`src/rtl/set_assoc_lookup_controller.sv`:
```
// Tag-store controller for a set-associative single-port array: lookup, fill and invalidate with round-robin victim choice.
// Optional hit/miss counters are built when SET_ASSOC_LOOKUP_STATS_EN is defined.
module set_assoc_lookup_controller #(
  parameter int unsigned TAG_WIDTH_IN_BITS     = 32,
  parameter int unsigned NUM_SET               = 64,
  parameter int unsigned NUM_WAY               = 16,
  parameter int unsigned SET_PTR_WIDTH_IN_BITS = $clog2(NUM_SET),
  parameter int unsigned ENTRY_WIDTH           = TAG_WIDTH_IN_BITS + 1,
  parameter int unsigned WRITE_MASK_LEN        = (ENTRY_WIDTH + 7) / 8
) (
  input  logic                             clk_in,
  input  logic                             reset_in,
  input  logic                             req_valid_in,
  output logic                             req_ready_out,
  input  logic [1:0]                       req_op_in,
  input  logic [SET_PTR_WIDTH_IN_BITS-1:0] req_set_in,
  input  logic [TAG_WIDTH_IN_BITS-1:0]     req_tag_in,
  output logic                             resp_valid_out,
  input  logic                             resp_ready_in,
  output logic                             resp_hit_out,
  output logic [NUM_WAY-1:0]               resp_way_out,
  output logic                             resp_evict_valid_out,
  output logic [TAG_WIDTH_IN_BITS-1:0]     resp_evict_tag_out,
  output logic                             array_access_en_out,
  output logic [WRITE_MASK_LEN-1:0]        array_write_en_out,
  output logic [SET_PTR_WIDTH_IN_BITS-1:0] array_set_addr_out,
  output logic [NUM_WAY-1:0]               array_way_select_out,
  output logic [ENTRY_WIDTH-1:0]           array_write_entry_out,
  input  logic [ENTRY_WIDTH*NUM_WAY-1:0]   array_read_set_in
`ifdef SET_ASSOC_LOOKUP_STATS_EN
  ,
  output logic [31:0]                      hit_count_out,
  output logic [31:0]                      miss_count_out
`endif
);

  localparam int unsigned WAY_PTR_WIDTH = (NUM_WAY > 1) ? $clog2(NUM_WAY) : 1;

  typedef enum logic [2:0] {IDLE, READ, COMPARE, WRITE, RESP} state_t;

  state_t                             state_q, state_d;
  logic [1:0]                         op_q;
  logic [SET_PTR_WIDTH_IN_BITS-1:0]   set_q;
  logic [TAG_WIDTH_IN_BITS-1:0]       tag_q;
  logic [ENTRY_WIDTH*NUM_WAY-1:0]     read_q;
  logic [NUM_WAY-1:0]                 target_q;
  logic [ENTRY_WIDTH-1:0]             wr_entry_q;
  logic                               resp_hit_q;
  logic [NUM_WAY-1:0]                 resp_way_q;
  logic                               evict_valid_q;
  logic [TAG_WIDTH_IN_BITS-1:0]       evict_tag_q;
  logic [WAY_PTR_WIDTH-1:0]           rr_ptr_q [NUM_SET];

  logic [TAG_WIDTH_IN_BITS-1:0]       way_tag [NUM_WAY];
  logic [NUM_WAY-1:0]                 way_valid;
  logic [NUM_WAY-1:0]                 hit_vec;
  logic                               hit_any, inv_any;
  logic [WAY_PTR_WIDTH-1:0]           hit_idx, inv_idx, victim_idx, rr_cur;
  logic [NUM_WAY-1:0]                 victim_onehot;
  logic                               is_fill, is_inv, use_rr;

  assign is_fill = (op_q == 2'd1);
  assign is_inv  = (op_q == 2'd2);

  for (genvar w = 0; w < NUM_WAY; w++) begin : g_way
    assign way_tag[w]   = read_q[w*ENTRY_WIDTH +: TAG_WIDTH_IN_BITS];
    assign way_valid[w] = read_q[w*ENTRY_WIDTH + TAG_WIDTH_IN_BITS];
    assign hit_vec[w]   = way_valid[w] && (way_tag[w] == tag_q);
  end

  // Scan from the top way down so the lowest matching index is the last one written.
  always_comb begin
    hit_any = 1'b0;
    inv_any = 1'b0;
    hit_idx = '0;
    inv_idx = '0;
    for (int unsigned i = 0; i < NUM_WAY; i++) begin
      if (hit_vec[NUM_WAY-1-i]) begin
        hit_any = 1'b1;
        hit_idx = WAY_PTR_WIDTH'(NUM_WAY-1-i);
      end
      if (!way_valid[NUM_WAY-1-i]) begin
        inv_any = 1'b1;
        inv_idx = WAY_PTR_WIDTH'(NUM_WAY-1-i);
      end
    end
  end

  assign rr_cur        = rr_ptr_q[set_q];
  assign use_rr        = is_fill && !hit_any && !inv_any;
  assign victim_idx    = hit_any ? hit_idx : (inv_any ? inv_idx : rr_cur);
  assign victim_onehot = NUM_WAY'(1) << victim_idx;

  always_ff @(posedge clk_in or posedge reset_in) begin
    if (reset_in) state_q <= IDLE;
    else          state_q <= state_d;
  end

  always_comb begin
    state_d               = state_q;
    req_ready_out         = 1'b0;
    resp_valid_out        = 1'b0;
    array_access_en_out   = 1'b0;
    array_write_en_out    = '0;
    array_set_addr_out    = '0;
    array_way_select_out  = '0;
    array_write_entry_out = '0;
    unique case (state_q)
      IDLE: begin
        req_ready_out = 1'b1;
        if (req_valid_in) begin
          array_access_en_out  = 1'b1;
          array_way_select_out = '1;
          array_set_addr_out   = req_set_in;
          state_d              = READ;
        end
      end
      READ:    state_d = COMPARE;
      COMPARE: state_d = (is_fill || (is_inv && hit_any)) ? WRITE : RESP;
      WRITE: begin
        array_access_en_out   = 1'b1;
        array_write_en_out    = '1;
        array_set_addr_out    = set_q;
        array_way_select_out  = target_q;
        array_write_entry_out = wr_entry_q;
        state_d               = RESP;
      end
      RESP: begin
        resp_valid_out = 1'b1;
        if (resp_ready_in) state_d = IDLE;
      end
      default: state_d = IDLE;
    endcase
  end

  always_ff @(posedge clk_in or posedge reset_in) begin
    if (reset_in) begin
      op_q          <= '0;
      set_q         <= '0;
      tag_q         <= '0;
      read_q        <= '0;
      target_q      <= '0;
      wr_entry_q    <= '0;
      resp_hit_q    <= 1'b0;
      resp_way_q    <= '0;
      evict_valid_q <= 1'b0;
      evict_tag_q   <= '0;
      for (int unsigned s = 0; s < NUM_SET; s++) rr_ptr_q[s] <= '0;
    end else begin
      if (state_q == IDLE && req_valid_in) begin
        op_q  <= req_op_in;
        set_q <= req_set_in;
        tag_q <= req_tag_in;
      end
      if (state_q == READ) read_q <= array_read_set_in;
      if (state_q == COMPARE) begin
        resp_hit_q    <= hit_any;
        target_q      <= victim_onehot;
        resp_way_q    <= (is_fill || hit_any) ? victim_onehot : '0;
        evict_valid_q <= use_rr;
        evict_tag_q   <= use_rr ? way_tag[victim_idx] : '0;
        wr_entry_q    <= is_fill ? {1'b1, tag_q} : {1'b0, way_tag[victim_idx]};
        if (use_rr)
          rr_ptr_q[set_q] <= (rr_cur == WAY_PTR_WIDTH'(NUM_WAY-1)) ? '0 : rr_cur + WAY_PTR_WIDTH'(1);
      end
    end
  end

  assign resp_hit_out         = resp_hit_q;
  assign resp_way_out         = resp_way_q;
  assign resp_evict_valid_out = evict_valid_q;
  assign resp_evict_tag_out   = evict_tag_q;

`ifdef SET_ASSOC_LOOKUP_STATS_EN
  logic [31:0] hit_count_q, miss_count_q;

  always_ff @(posedge clk_in or posedge reset_in) begin
    if (reset_in) begin
      hit_count_q  <= '0;
      miss_count_q <= '0;
    end else if (state_q == RESP && resp_ready_in && !is_fill && !is_inv) begin
      if (resp_hit_q && hit_count_q != '1)   hit_count_q  <= hit_count_q + 32'd1;
      if (!resp_hit_q && miss_count_q != '1) miss_count_q <= miss_count_q + 32'd1;
    end
  end

  assign hit_count_out  = hit_count_q;
  assign miss_count_out = miss_count_q;
`endif

endmodule
```
`config.mk`:
```
export PLATFORM = sky130hd
export DESIGN_NAME = set_assoc_lookup_controller
export DESIGN_NICKNAME = d
export VERILOG_FILES = /design/src/rtl/set_assoc_lookup_controller.sv
export SDC_FILE = /design/constraint.sdc
export NUM_CORES = 2
export LEC_CHECK = 0
export CELL_PAD_IN_SITES_DETAIL_PLACEMENT = 0
export CELL_PAD_IN_SITES_GLOBAL_PLACEMENT = 2
export CORE_MARGIN = 3
export CORE_UTILIZATION = 39
export CTS_CLUSTER_DIAMETER = 120
export DETAILED_ROUTE_END_ITERATION = 10
export PLACE_DENSITY_LB_ADDON = 0.12
export SYNTH_ARGS = -nofsm -noshare
export SYNTH_HDL_FRONTEND = slang
export SYNTH_SLANG_ARGS = --single-unit
```
`constraint.sdc`:
```
create_clock -name clk_in -period 68.3 [get_ports clk_in]
set_clock_uncertainty 0.2 [all_clocks]
set_input_delay 6.83 -clock clk_in [delete_from_list [all_inputs] [get_ports clk_in]]
set_output_delay 6.83 -clock clk_in [all_outputs]
set_load 0.02 [all_outputs]
```
; Yosys cells after proc, flatten, opt, wreduce, memory -nomap -nowiden
; Cells that the tools add are included.
[word_totals]
regBits = 926
latch_bits = 0
ram_bits = 0
mem_bits_ro = 0
input_bits = 572
output_inout_bits = 113
word_cells = 228
memories = 0
[op_classes]
addsub = 1
mul = 0
n_div = 0
magnitude_cmp = 3
eq_ne = 25
n_shift = 1
mux = 93
bitwise_logic = 2
reduce_logical = 28
[op_table]
columns = operator, count
row1 = $eq 32x32->1, 16
row2 = $bwmux 256, 1
row3 = $mux 4, 38
row4 = $bmux 32 s4, 1
row5 = $mux 32, 3
row6 = $mux 33, 2
row7 = $mux 1, 35
row8 = $mux 16, 2
row9 = $pmux 16 s2, 1
row10 = $bmux 4 s6, 1
row11 = $demux 4 s6, 1
row12 = $logic_and 1x1->1, 21
row13 = $shl 1x4->16 const A, 1
row14 = $pmux 3 s5, 1
row15 = $pmux 6 s2, 1
row16 = $mux 3, 3
row17 = $ge 7x7->1 const B, 1
row18 = $lt 7x1->1 const B, 1
row19 = $not 6->7, 1
row20 = $eq 3x2->1 const B, 2
row21 = $mux 6, 1
row22 = $ge 5x5->1 const B, 1
row23 = $mux 5, 1
row24 = $not 4->5, 1
row25 = other kinds (12), 16

; Longest topological paths before layout
[depth]
depth_word = 24
depth_mapped = 21
mapped_depth_nobuf = 13

; Worst setup path before layout
; Ideal clock, no wire load.
[synth_path]
path_kind = input -> output
startpoint = input port req_valid_in
endpoint = output port array_way_select_out[0]
arrival_time_ps = 7940
required_ps = 61270
slack_ps = 53330
path_stages = 5
n_path_buf = 3
path_cell_list = and2_1 -> clkbuf_1 -> clkbuf_1 -> clkbuf_1 -> a21o_1
[synth_between]
elab_chain_len = 2
[synth_lines]
columns = element, line_no
row1 = from (decl), 13  ; input logic req_valid_in,
row2 = $mux 16, 111  ; if (req_valid_in) begin
row3 = $pmux 16 s2, 108  ; unique case (state_q)
row4 = to (decl), 27  ; output logic [NUM_WAY-1:0] array_way_select_out,
; Every way passes these cells.

; Worst setup path in the final report
[layout_path]
startpoint = input port req_valid_in
endpoint = output port array_set_addr_out[2]
[layout_between]
elab_chain_len = 2
[layout_lines]
columns = element, line_no
row1 = $mux 6, 111
row2 = $pmux 6 s2, 108
row3 = to (decl), 26  ; output logic [SET_PTR_WIDTH_IN_BITS-1:0] array_set_addr_out,
; Every way passes these cells.

==> flow_summary.json <==
{
  "ir_drop_mv": 0.0385,
  "num_io_pins": 685,
  "p_leak_nw": 25.2,
  "first_pass_iters": 6,
  "cts_root_buf": "clkbuf_16",
  "layout.area.seq_um2": 23200,
  "wl_mm": 231,
  "wire_per_inst_um": 34.2,
  "post-cts-setup-buffers": 0,
  "place_area_um2": 57800,
  "startpoint": "req_valid_in",
  "worst_slack_ps": 52710,
  "design_area_um2": 61300,
  "dr.max_layer_used": "met5",
  "status": "finished with violations",
  "hold_viol_final": 0,
  "gp_congestion": 1.01,
  "grt_pass1_wl_mm": 318,
  "layout_commonest_cell": "dfrtp_1",
  "row_count": 129,
  "dp.cells": 6543,
  "syn_nets": 5006,
  "cts_hold_buf": 0,
  "grt_start_max_net_pins": 166,
  "drive_gt1_share_pct": 20.6,
  "dr_wl_met3_mm": 13.9,
  "critPathMaxFanout": 30,
  "dpl.hpwl_mm": 177,
  "overflow": 0,
  "place_ws_ps": 52700,
  "power_density_nw_per_um2": 52.3,
  "violations": "max-capacitance violations, max-slew violations",
  "cts.clk_slew.worst_paths_ps": 60,
  "area_growth_pct": 24.0,
  "grt_usage_pct": 34.5,
  "vias_per_cell": 5.92,
  "r2r_slack_ps": 60190,
  "hold_ws_ps": 266,
  "wl_met1_mm": 90.0,
  "core_um2": 125000,
  "clkLatencyLatePin_ps": 740,
  "yosysWarnings": 0,
  "antenna_found_initial": 24,
  "final_core_util_pct": 49.1,
  "synth_cell_types": 75,
  "crit_required_ps": 61270,
  "max_slew_margin_pct": -2.54,
  "cts_buffers": 104,
  "r2r-end": "resp_evict_tag_out[22]",
  "port_buffers": 684,
  "cts_buffer_depth": 3,
  "cts_tree": "yes",
  "startpoint_type": "input pin",
  "vias": 40000,
  "min_path_type": "register to register",
  "grt_pass1_vias": 40900,
  "arrival_ps": 8560,
  "antenna_left": 0,
  "dominantRegCellSynth": "dfrtp_1",
  "initial_core_util_pct": 39.6,
  "dieArea_um2": 131000,
  "rsz0062_at_grt": "false",
  "worstSetupPathType": "input pin to primary output",
  "fin_cells": 6755,
  "drv_cap": 1,
  "fillCellCount": 11600,
  "cp-end-kind": "primary output",
  "multi_input_area_um2": 24900,
  "reg2reg_from": "tag_q[21]",
  "synth.avg_cell_area_um2": 11.1,
  "fin_tns_setup_ps": 0,
  "crit_path_end": "array_set_addr_out[2]",
  "syn_area_um2": 49400,
  "synth_edf_count": 0,
  "period_minus_slack_ps": 15590,
  "setup_violations": 0,
  "cts_sinks": 926,
  "reg2reg_depth": 16,
  "worst_pin_slew_ps": 1520,
  "power_mw": 3.21,
  "post_cts_resized": 0,
  "drv_slew": 2,
  "die_x_um": 362,
  "die_h_um": 362,
  "layout_worst_path_cycle_share_pct": 22.8,
  "layout_common_cells": "914 x dfrtp_1, 737 x mux2_2, 684 x clkdlybuf4s50_1",
  "synth-seq-cells": 926,
  "drtIter0Drc": 3988,
  "seq_area_frac_synth_pct": 46.9,
  "fin_nets": 5585,
  "htreeDepth": 3,
  "dr_wl_met2_mm": 111,
  "synth_cells": 4433,
  "post-route-drc-count": 0,
  "max_freq_mhz": 64.2,
  "synth-async-reset-ratio_pct": 100
}
## power breakdown
part / internal, mW / total (mW) / switching (mW)
combinational: 0.605 / 1.53 / 0.920
sequential: 0.737 / 1.10 / 0.360
clock: 0.343 / 0.583 / 0.241
## synth_stat cells, types with 10 or more instances
master    instances  share of area, %
a21oi_1          56              0.57
a211oi_1         37              0.56
nand3_1          52              0.53
mux4_2           17              0.77
a31oi_1          37              0.47
nand4_1          76              0.96
mux2_2          737                17
dfrtp_1         926                47
mux2i_1         226               4.6
nand2b_1         34              0.43
a221oi_1         14              0.25
and2_1           49              0.62
o21ai_0         255               2.6
nor3b_1          10              0.15
a221o_1          19              0.38
xnor2_1         142               2.5
xor2_1          361               6.4
nor4_1          159               2.0
or4_1            16              0.24
buf_2           103               1.0
and3_1           25              0.32
a21o_1           24              0.36
a22o_1           37              0.66
inv_1            28              0.21
or3_1            11              0.14
nor3_1           41              0.42
buf_4            17              0.26
nor2b_1          13              0.16
nor4b_1          13              0.23
nor2_1           91              0.69
clkbuf_1        163               1.2
a22oi_1          22              0.33
o22ai_1          57              0.72
nand2_1         438               3.3
nand4b_1         19              0.34
## critical path, stage by stage
cell	delay, ps
clkdlybuf4s50_1	470
and2_4	410
nand2_1	130
nand2_1	80
clkdlybuf4s50_1	610
## how the worst min path moves through the flow
stage,cells after the start,slack [ps],to,startpoint
after global routing,2,290,rr_ptr_q[95],rr_ptr_q[95]
after global placement,2,250,resp_evict_tag_out[20],resp_evict_tag_out[20]
after floorplan,1,240,wr_entry_q[13],wr_entry_q[13]
after detailed placement,2,260,resp_evict_tag_out[20],resp_evict_tag_out[20]
after CTS,2,270,resp_evict_tag_out[2],resp_evict_tag_out[2]
final,2,270,resp_evict_tag_out[2],resp_evict_tag_out[2]
## cell type report
type                    count  share of cell area [%]
well taps                1637                    3.34
diodes                     23                  0.0939
inverters                  31                   0.202
clock inverters            28                   0.694
repair buffers            770                    12.3
multi-input cells        3179                    40.6
flip-flops and latches    926                    37.8
clock buffers             161                    5.01
## layer usage
layer / global-route usage, % / vias to the layer above
li1: - / 17200
met1: 42.2 / 20500
met2: 57.5 / 1801
met3: 5.78 / 521
met4: 20.0 / 2
met5: 0.799 / -
## kinds of logic after synthesis
kind of cell / share of synthesized area, %
AND/OR/NAND/NOR: 11.1
multiplexers: 22.1
flip-flops: 46.9
AO/OA/AOI/OAI: 7.89
XOR/XNOR: 8.91
buffers and inverters: 3.00
adder cells (fa/ha/maj): 0.0253
## state kept, by name, indices dropped and copies added (netlist names)
register	cells
read_q	528
tag_q	32
target_q	16
resp_hit_out	1
resp_evict_tag_out	32
wr_entry_q	33
resp_way_out	16
rr_ptr_q	256
state_q	3
op_q	2
resp_evict_valid_out	1
set_q	6
No activity file was read; power rests on OpenSTA's default activity.
